**src/rtl/ipsxe_floating_point_group3_lo_acc_v1_0.sv**
```systemverilog
// Iterative shift-add producer of a0lo - a1*y + zgroup2 for the invsqrt group-3 low path.
// Optional build macro IPSXE_FLOATING_POINT_GROUP3_LO_PREADD_RND_EN folds the rounding half 2^(RNE-1) into the sum.
module ipsxe_floating_point_group3_lo_acc_v1_0 #(
    parameter int A1_WIDTH  = 24,
    parameter int Y_WIDTH   = 24,
    parameter int ACC_WIDTH = 48,
    parameter int RNE       = 2
) (
    input  logic                 i_clk,
    input  logic                 i_rst_n,
    input  logic                 i_valid,
    output logic                 o_ready,
    input  logic [ACC_WIDTH-1:0] i_a0lo,
    input  logic [A1_WIDTH-1:0]  i_a1,
    input  logic [Y_WIDTH-1:0]   i_y,
    input  logic [ACC_WIDTH-1:0] i_zgroup2,
    output logic                 o_valid,
    input  logic                 i_ready,
    output logic [ACC_WIDTH-1:0] o_a0lo_minus_a1y_plus_zgroup2
);

    // state  | meaning
    // IDLE   | ready for operands
    // MUL    | one multiplier bit per cycle, LSB first
    // SUM    | combine product with a0lo and zgroup2
    // DONE   | result held until downstream accepts

    localparam int PROD_W = A1_WIDTH + Y_WIDTH;
    localparam int CNT_W  = $clog2(Y_WIDTH + 1);
    localparam logic [CNT_W-1:0] LAST_BIT = CNT_W'(Y_WIDTH - 1);

`ifdef IPSXE_FLOATING_POINT_GROUP3_LO_PREADD_RND_EN
    localparam bit RND_EN = 1'b1;
`else
    localparam bit RND_EN = 1'b0;
`endif
    localparam logic [ACC_WIDTH-1:0] RND_ADD = RND_EN ? (ACC_WIDTH'(1) << (RNE - 1)) : '0;

    typedef enum logic [1:0] {
        S_IDLE,
        S_MUL,
        S_SUM,
        S_DONE
    } state_t;

    state_t               state;
    logic [ACC_WIDTH-1:0] a0lo_q;
    logic [ACC_WIDTH-1:0] zgroup2_q;
    logic [A1_WIDTH-1:0]  a1_q;
    logic [Y_WIDTH-1:0]   y_q;
    logic [PROD_W-1:0]    acc;
    logic [CNT_W-1:0]     cnt;
    logic [PROD_W-1:0]    a1_ext;
    logic [ACC_WIDTH-1:0] prod_ext;

    assign a1_ext = PROD_W'(a1_q);

    // Product is zero-extended or truncated to the accumulator width before the subtraction.
    generate
        if (PROD_W >= ACC_WIDTH) begin : g_prod_trunc
            assign prod_ext = acc[ACC_WIDTH-1:0];
        end else begin : g_prod_zext
            assign prod_ext = {{(ACC_WIDTH - PROD_W){1'b0}}, acc};
        end
    endgenerate

    always_ff @(posedge i_clk or negedge i_rst_n) begin
        if (!i_rst_n) begin
            state                         <= S_IDLE;
            a0lo_q                        <= '0;
            zgroup2_q                     <= '0;
            a1_q                          <= '0;
            y_q                           <= '0;
            acc                           <= '0;
            cnt                           <= '0;
            o_ready                       <= 1'b1;
            o_valid                       <= 1'b0;
            o_a0lo_minus_a1y_plus_zgroup2 <= '0;
        end else begin
            case (state)
                S_IDLE: begin
                    if (i_valid) begin
                        a0lo_q    <= i_a0lo;
                        zgroup2_q <= i_zgroup2;
                        a1_q      <= i_a1;
                        y_q       <= i_y;
                        acc       <= '0;
                        cnt       <= '0;
                        o_ready   <= 1'b0;
                        state     <= S_MUL;
                    end
                end
                S_MUL: begin
                    if (y_q[0]) begin
                        acc <= acc + (a1_ext << cnt);
                    end
                    y_q <= y_q >> 1;
                    cnt <= cnt + 1'b1;
                    if (cnt == LAST_BIT) begin
                        state <= S_SUM;
                    end
                end
                S_SUM: begin
                    o_a0lo_minus_a1y_plus_zgroup2 <= a0lo_q - prod_ext + zgroup2_q + RND_ADD;
                    o_valid                       <= 1'b1;
                    state                         <= S_DONE;
                end
                S_DONE: begin
                    if (i_ready) begin
                        o_valid <= 1'b0;
                        o_ready <= 1'b1;
                        state   <= S_IDLE;
                    end
                end
                default: begin
                    state <= S_IDLE;
                end
            endcase
        end
    end

endmodule

```
**config.mk**
```make
export PLATFORM = sky130hd
export DESIGN_NAME = ipsxe_floating_point_group3_lo_acc_v1_0
export DESIGN_NICKNAME = d
export VERILOG_FILES = /design/src/rtl/ipsxe_floating_point_group3_lo_acc_v1_0.sv
export SDC_FILE = /design/constraint.sdc
export NUM_CORES = 1
export LEC_CHECK = 0
export CAP_MARGIN = 10
export CORE_AREA = 2 2 202 204
export CTS_BUF_LIST = sky130_fd_sc_hd__clkbuf_16
export DETAILED_ROUTE_END_ITERATION = 10
export DIE_AREA = 0 0 204 206
export PLACE_DENSITY = 0.66
export SYNTH_ARGS = -nofsm -noshare
export SYNTH_HDL_FRONTEND = slang
export SYNTH_SLANG_ARGS = --single-unit
export TNS_END_PERCENT = 100
```
**constraint.sdc**
```tcl
create_clock -name i_clk -period 5.75 [get_ports i_clk]
set_clock_uncertainty 0.15 [all_clocks]
set_input_delay 1.15 -clock i_clk [delete_from_list [all_inputs] [get_ports i_clk]]
set_output_delay 1.15 -clock i_clk [all_outputs]
set_load 0.05 [all_outputs]
```
==> results_dict.tcl, run 1 <==
set metrics [dict create \
    outcome "finished, final reports clean" \
    start_util_pct 44.2 \
    dp.cells 2478 \
    netlist_top_cells_count "dfrtp_1 (248), inv_1 (214), mux2_2 (171)" \
    post_cts_resized 0 \
    clkSinkCount 249 \
    nets 2273 \
    synth-edff-count 0 \
    grt_pass1_vias 13800 \
    arrival_ns 5.70 \
    max_stage_delay_ns 0.94 \
    synthTopCellsByArea "dfrtp_1 (35%), mux2_2 (11%), ha_1 (7.0%)" \
    cp-start-kind "register" \
    ctsRootBufferMaster "clkbuf_16" \
    finalSetupViolations 0 \
    yosys.area_share.simple_pct 9.14 \
    boundaryPins 198 \
    synth-compound-area-share_pct 17.2 \
    syn-cell-area_mm2 0.0178 \
    first_pass_iters 5 \
    ys_seq_elements 249 \
    drtAntennaViolNets 0 \
    hold_viol_final 0 \
    synth_top_family_by_area "compound AO/OA/AOI/OAI gates" \
    drive_gt1_share_pct 13.4 \
    synthXorXnorAreaFrac_pct 4.24 \
    fmax_mhz 186 \
    worst_slack_ns 0.361 \
    ys_warn_count 0 \
    min_period_over_period_pct 93.7 \
    yosysTopAreaCellShare_pct 34.9 \
    post-synth-top-count-cell "dfrtp_1" \
    grt.overflow.total 0 \
    coreArea_mm2 0.0402 \
    antenna_found_initial 0 \
    numPortBuffers 197 \
    synthArstFlopShare_pct 100 \
    synthCells 1829 \
    vias 13800 \
    post-route-min-period_ns 5.39 \
    ys_seq_area_share_pct 35.1 \
    grtUsageMet1_pct 29.9 \
    postPlaceCellArea_mm2 0.0202 \
    drv_cap 0 \
    die_h_um 206 \
    grt_pass1_wl_um 72800 \
    cp_slowest_cell "dfrtp_1" \
    ys.flop_type "dfrtp_1" \
    grt_max_degree 116 \
    tightestPinTransition_ns 1.11 \
    crit_type "reg2reg" \
    dieArea_mm2 0.0420 \
    tns_ns 0 \
    antenna_cells 0 \
    synth_fa_ha_area_share_pct 12.4 \
    num-fill-cells 3693 \
    cts_tree "yes" \
    area_growth_pct 19.0 \
    syn_nets 2125 \
    gp_congestion 0.909 \
    first_iter_violations 718 \
    syn-mean-instance-area_um2 9.72 \
    drv_slew 0 \
    slew_headroom_pct 26.1 \
    ctsHoldBuffers 0 \
    grt.total_usage_pct 21.5 \
    cp-end-kind "register" \
    place_ws_ns 0.526 \
    cp_max_fo 24 \
    remaining_drc_errors 0 \
    cts_buffers 29 \
    clk_latency_ns 0.58 \
    path_cells "buf_4 -> mux2i_1 -> a21oi_1 -> mux2i_1 -> mux2_2 -> nor2_1 -> ha_1 -> a21oi_1 -> nand2_1 -> o31ai_1 -> o21a_1 -> o22ai_1 -> o21ai_1 -> o31ai_1 -> a221oi_1 -> nor4bb_1 -> nand3b_1" \
    yosysTopAreaCell "dfrtp_1" \
    synth.mux.area_fraction_pct 15.2 \
    grt_use_met3_pct 3.26 \
    hold_class "reg2reg" \
    use_met2_pct 34.8 \
    h-tree-depth 1 \
    finalNonFillerCells 2531 \
    postCtsSetupRepairBufs 0 \
    wirelength_um 45000 \
    clk_pin_slew_ns 0.06 \
    dieWidth_um 204 \
    busiest_layer "met2" \
    ys_types 74 \
    grt_setup_unrepaired "no" \
    cts_max_path_buffers 3 \
    hpwl_um 35000 \
    critPathTopFamily "compound AO/OA/AOI/OAI gates" \
    worstPathBufferInverterCount 1 \
    num_rows 74 \
    wl_per_cell_um 17.8 \
    required_ns 6.06 \
    routed_via_density 5.47 \
    fin_area_mm2 0.0212 \
]
-- sequential cells by signal, indices dropped and copies added (netlist names) --
signal	cells
y_q	24
o_valid	1
o_a0lo_minus_a1y_plus_zgroup2	48
a1_q	24
zgroup2_q	48
a0lo_q	48
state	2
acc	48
o_ready	1
cnt	5
-- per-layer routing --
layer	up-vias	part of all wire (%)
met5	-	0
met4	0	2.4
met3	64	5.1
met2	305	46
met1	6727	47
li1	6744	-
-- worst reg2reg max path, cell delays in order, from the launching register on --
cell	delay, ns
dfrtp_1	0.94
buf_4	0.33
mux2i_1	0.12
a21oi_1	0.31
mux2i_1	0.16
mux2_2	0.30
nor2_1	0.11
ha_1	0.30
a21oi_1	0.23
nand2_1	0.09
o31ai_1	0.61
o21a_1	0.33
o22ai_1	0.12
o21ai_1	0.35
o31ai_1	0.19
a221oi_1	0.36
nor4bb_1	0.10
nand3b_1	0.16
-- area by class of cell --
class                   instances  area, µm²  share of cell area [%]
flip-flops and latches        249       6230                    29.5
clock inverters                24        215                    1.02
repair buffers                214       2120                    10.0
clock buffers                  29        726                    3.43
well taps                     532        666                    3.15
multi-input cells            1267      10400                    49.1
inverters                     216        811                    3.83
-- worst paths after layout --
check,from,end,slack [ns],cells after the start
min in group asynchronous,i_rst_n,y_q[2],0.51,1
hold / removal,y_q[9],y_q[9],0.33,2
max in group asynchronous,i_rst_n,a0lo_q[35],3.69,2
hold reg to reg,y_q[9],y_q[9],0.33,2
setup reg to reg,cnt[1],acc[44],0.36,17
setup / recovery,cnt[1],acc[44],0.36,17
-- layout by cell type, fill, tap and decap left out, types with 8 or more instances in the layout --
| cell | netlist | routed |
|---|---|---|
| xnor2_1 | 49 | 49 |
| fa_1 | 48 | 48 |
| ha_1 | 100 | 98 |
| o22ai_1 | 14 | 14 |
| o21a_1 | 9 | 9 |
| and2_1 | 13 | 13 |
| dfrtp_1 | 248 | 248 |
| mux4_2 | 8 | 8 |
| o21ai_0 | 85 | 84 |
| a31oi_1 | 19 | 19 |
| buf_4 | 0 | 16 |
| o21bai_1 | 14 | 14 |
| a22o_1 | 44 | 44 |
| a21oi_1 | 111 | 111 |
| a211oi_1 | 10 | 10 |
| o31ai_1 | 8 | 8 |
| clkbuf_16 | 0 | 29 |
| inv_1 | 214 | 217 |
| nand4_1 | 23 | 23 |
| xor2_1 | 37 | 37 |
| nor2_1 | 67 | 67 |
| nand2b_1 | 13 | 13 |
| a21o_1 | 56 | 55 |
| nor2b_1 | 9 | 9 |
| nor3_1 | 8 | 8 |
| nand3_1 | 30 | 30 |
| nand2_1 | 126 | 125 |
| clkdlybuf4s50_1 | 0 | 196 |
| mux2i_1 | 60 | 60 |
| clkinv_1 | 2 | 10 |
| mux2_2 | 171 | 171 |
| and3_1 | 19 | 19 |
| a31o_2 | 8 | 8 |
| o21ai_1 | 13 | 13 |
-- through the flow --
stage	util (%)	hold WS (ns)
final	52.6	0.325
after global routing	52.6	0.362
after CTS	52.6	0.334
after detailed placement	50.3	0.320
after global placement	50.3	0.311
after floorplan	-	0.300
-- logic make-up (layout without fill, tap and decap cells) --
group | after synthesis | count (layout)
compound gates | 456 | 456
simple gates | 338 | 338
buf+inv | 313 | 483
flops | 249 | 249
mux | 239 | 239
fa+ha+maj | 148 | 148
xor+xnor | 86 | 86
Power of run 1 is not shown: default switching activity piles up to over one toggle a cycle in this logic, so the estimate is an artifact.
==> inputs of run 2 (changes only) <==
--- a/config.mk
+++ b/config.mk
@@ -5,7 +5,6 @@
 export SDC_FILE = /design/constraint.sdc
 export NUM_CORES = 1
 export LEC_CHECK = 0
-export CAP_MARGIN = 10
 export CORE_AREA = 2 2 202 204
 export CTS_BUF_LIST = sky130_fd_sc_hd__clkbuf_16
 export DETAILED_ROUTE_END_ITERATION = 10
==> results of run 2 <==
Final layout, timing and power as in run 1 (identical DEF).
Power of run 2 is left out for the same reason.
==> inputs of run 3 (changes only) <==
--- a/config.mk
+++ b/config.mk
@@ -5,11 +5,11 @@
 export SDC_FILE = /design/constraint.sdc
 export NUM_CORES = 1
 export LEC_CHECK = 0
-export CORE_AREA = 2 2 202 204
+export CORE_AREA = 2 2 179 181
 export CTS_BUF_LIST = sky130_fd_sc_hd__clkbuf_16
 export DETAILED_ROUTE_END_ITERATION = 10
-export DIE_AREA = 0 0 204 206
-export PLACE_DENSITY = 0.66
+export DIE_AREA = 0 0 181 183
+export PLACE_DENSITY = 0.81
 export SYNTH_ARGS = -nofsm -noshare
 export SYNTH_HDL_FRONTEND = slang
 export SYNTH_SLANG_ARGS = --single-unit
==> run 3 against run 2 <==
Design area fell by 0.69%. Die area fell by 21%. Maximum frequency rose by 1.8%. Sequential cell count did not move. Sequential share of layout area rose by 0.20 points. Clock-buffer cell count did not move. Worst hold slack improved by 0.0066 ns. Cell count fell by 5.2%. First-iteration DRC count rose by 36%. Utilization rose by 15 points. Register-to-register slack improved by 0.09 ns. Routed wire length rose by 1.3%. Highest routed layer unchanged.
==> results_dict.tcl, run 3 (synthesis gave the netlist of run 1 again) <==
set metrics [dict create \
    outcome "finished, final reports clean" \
    drv_slew 0 \
    cp_max_fo 14 \
    routed_via_density 5.92 \
    die_h_um 183 \
    grt.overflow.total 0 \
    cts_buffers 28 \
    multi_input_area_mm2 0.0104 \
    clkSinkCount 249 \
    required_ns 6.03 \
    antenna_found_initial 0 \
    postCtsSetupRepairBufs 0 \
    area_growth_pct 18.2 \
    tightestPinTransition_ns 1.16 \
    hpwl_um 34700 \
    fin_area_mm2 0.0210 \
    first_pass_iters 5 \
    dieWidth_um 181 \
    h-tree-depth 1 \
    min_period_over_period_pct 92.1 \
    start_util_pct 56.9 \
    crit_type "reg2reg" \
    arrival_ns 5.58 \
    antenna_cells 0 \
    dieArea_mm2 0.0331 \
    numPortBuffers 197 \
    coreArea_mm2 0.0312 \
    post_cts_resized 0 \
    drive_gt1_share_pct 13.2 \
    fmax_mhz 189 \
    cp-end-kind "register" \
    grt_pass1_wl_um 74000 \
    seq_area_mm2 0.00623 \
    tns_ns 0 \
    gp_congestion 0.947 \
    num_rows 65 \
    wirelength_um 45600 \
    vias 14200 \
    boundaryPins 198 \
    final_util_pct 67.3 \
    drtAntennaViolNets 0 \
    clk_latency_ns 0.55 \
    grt_setup_unrepaired "no" \
    wl_per_cell_um 19.0 \
    cp-start-kind "register" \
    first_iter_violations 976 \
    hold_class "reg2reg" \
    post-route-min-period_ns 5.30 \
    final_cell_mix "dfrtp_1 (248), inv_1 (217), clkdlybuf4s50_1 (196), mux2_2 (171), nand2_1 (125)" \
    hold_viol_final 0 \
    clk_pin_slew_ns 0.06 \
    num-fill-cells 2437 \
    final_common_cell "dfrtp_1" \
    cts_tree "yes" \
    nets 2272 \
    postPlaceCellArea_mm2 0.0201 \
    grt_max_degree 106 \
    finalSetupViolations 0 \
    cts_max_path_buffers 3 \
    ctsRootBufferMaster "clkbuf_16" \
    ctsHoldBuffers 0 \
    remaining_drc_errors 0 \
    drv_cap 0 \
    grt_pass1_vias 14300 \
    grt.total_usage_pct 27.6 \
    slew_headroom_pct 22.8 \
]
## run 3: per-stage QoR
stage / hold slack [ns] / setup slack (ns) / cells
finish: 0.332 / 0.455 / 2400
global route: 0.358 / 0.153 / 2400
detailed placement: 0.325 / 0.610 / 2348
global placement: 0.313 / 0.685 / 2348
CTS: 0.340 / 0.594 / 2400
floorplan: 0.300 / 1.07 / 1829
## run 3: critical path, stage by stage (launching register included)
cell and delay, ns:
dfrtp_1 0.72, clkinv_1 0.44, nor2_1 0.19, a21oi_1 0.11
a22oi_1 0.41, mux2i_1 0.24, nand2_1 0.11, o21ai_0 0.24
ha_1 0.52, nand2_1 0.13, o21ai_1 0.21, nor2_1 0.09
a221oi_1 0.34, o31ai_1 0.18, a2111oi_4 0.40, o21ai_2 0.09
and3_1 0.17, o211a_1 0.21, a211o_1 0.23
## run 3: per-layer routing
| metal | track usage (%) | vias to the layer above | wire length (µm) |
|---|---|---|---|
| met2 | 45.8 | 432 | 21500 |
| met5 | 0 | - | 0 |
| met1 | 37.4 | 6953 | 20100 |
| li1 | - | 6736 | - |
| met3 | 4.47 | 91 | 2570 |
| met4 | 8.85 | 0 | 1470 |
## run 3: layout make-up
| type | count | area share, % |
|---|---|---|
| multi-input cells | 1267 | 49.4 |
| flip-flops and latches | 249 | 29.7 |
| repair buffers | 214 | 10.1 |
| inverters | 216 | 3.86 |
| clock buffers | 29 | 3.45 |
| well taps | 402 | 2.39 |
| clock inverters | 23 | 1.09 |
## run 3: path summary, 6_finish.rpt
path                       startpoint            end  slack [ns]  cells after the start
min in group asynchronous     i_rst_n      a0lo_q[1]        0.41                      1
max reg2reg                    cnt[0]        acc[47]        0.45                     18
min                           y_q[10]        y_q[10]        0.33                      2
min reg2reg                   y_q[10]        y_q[10]        0.33                      2
max in group asynchronous     i_rst_n  zgroup2_q[24]        3.70                      2
max                            cnt[0]        acc[47]        0.45                     18
Power of run 3 is left out for the same reason.
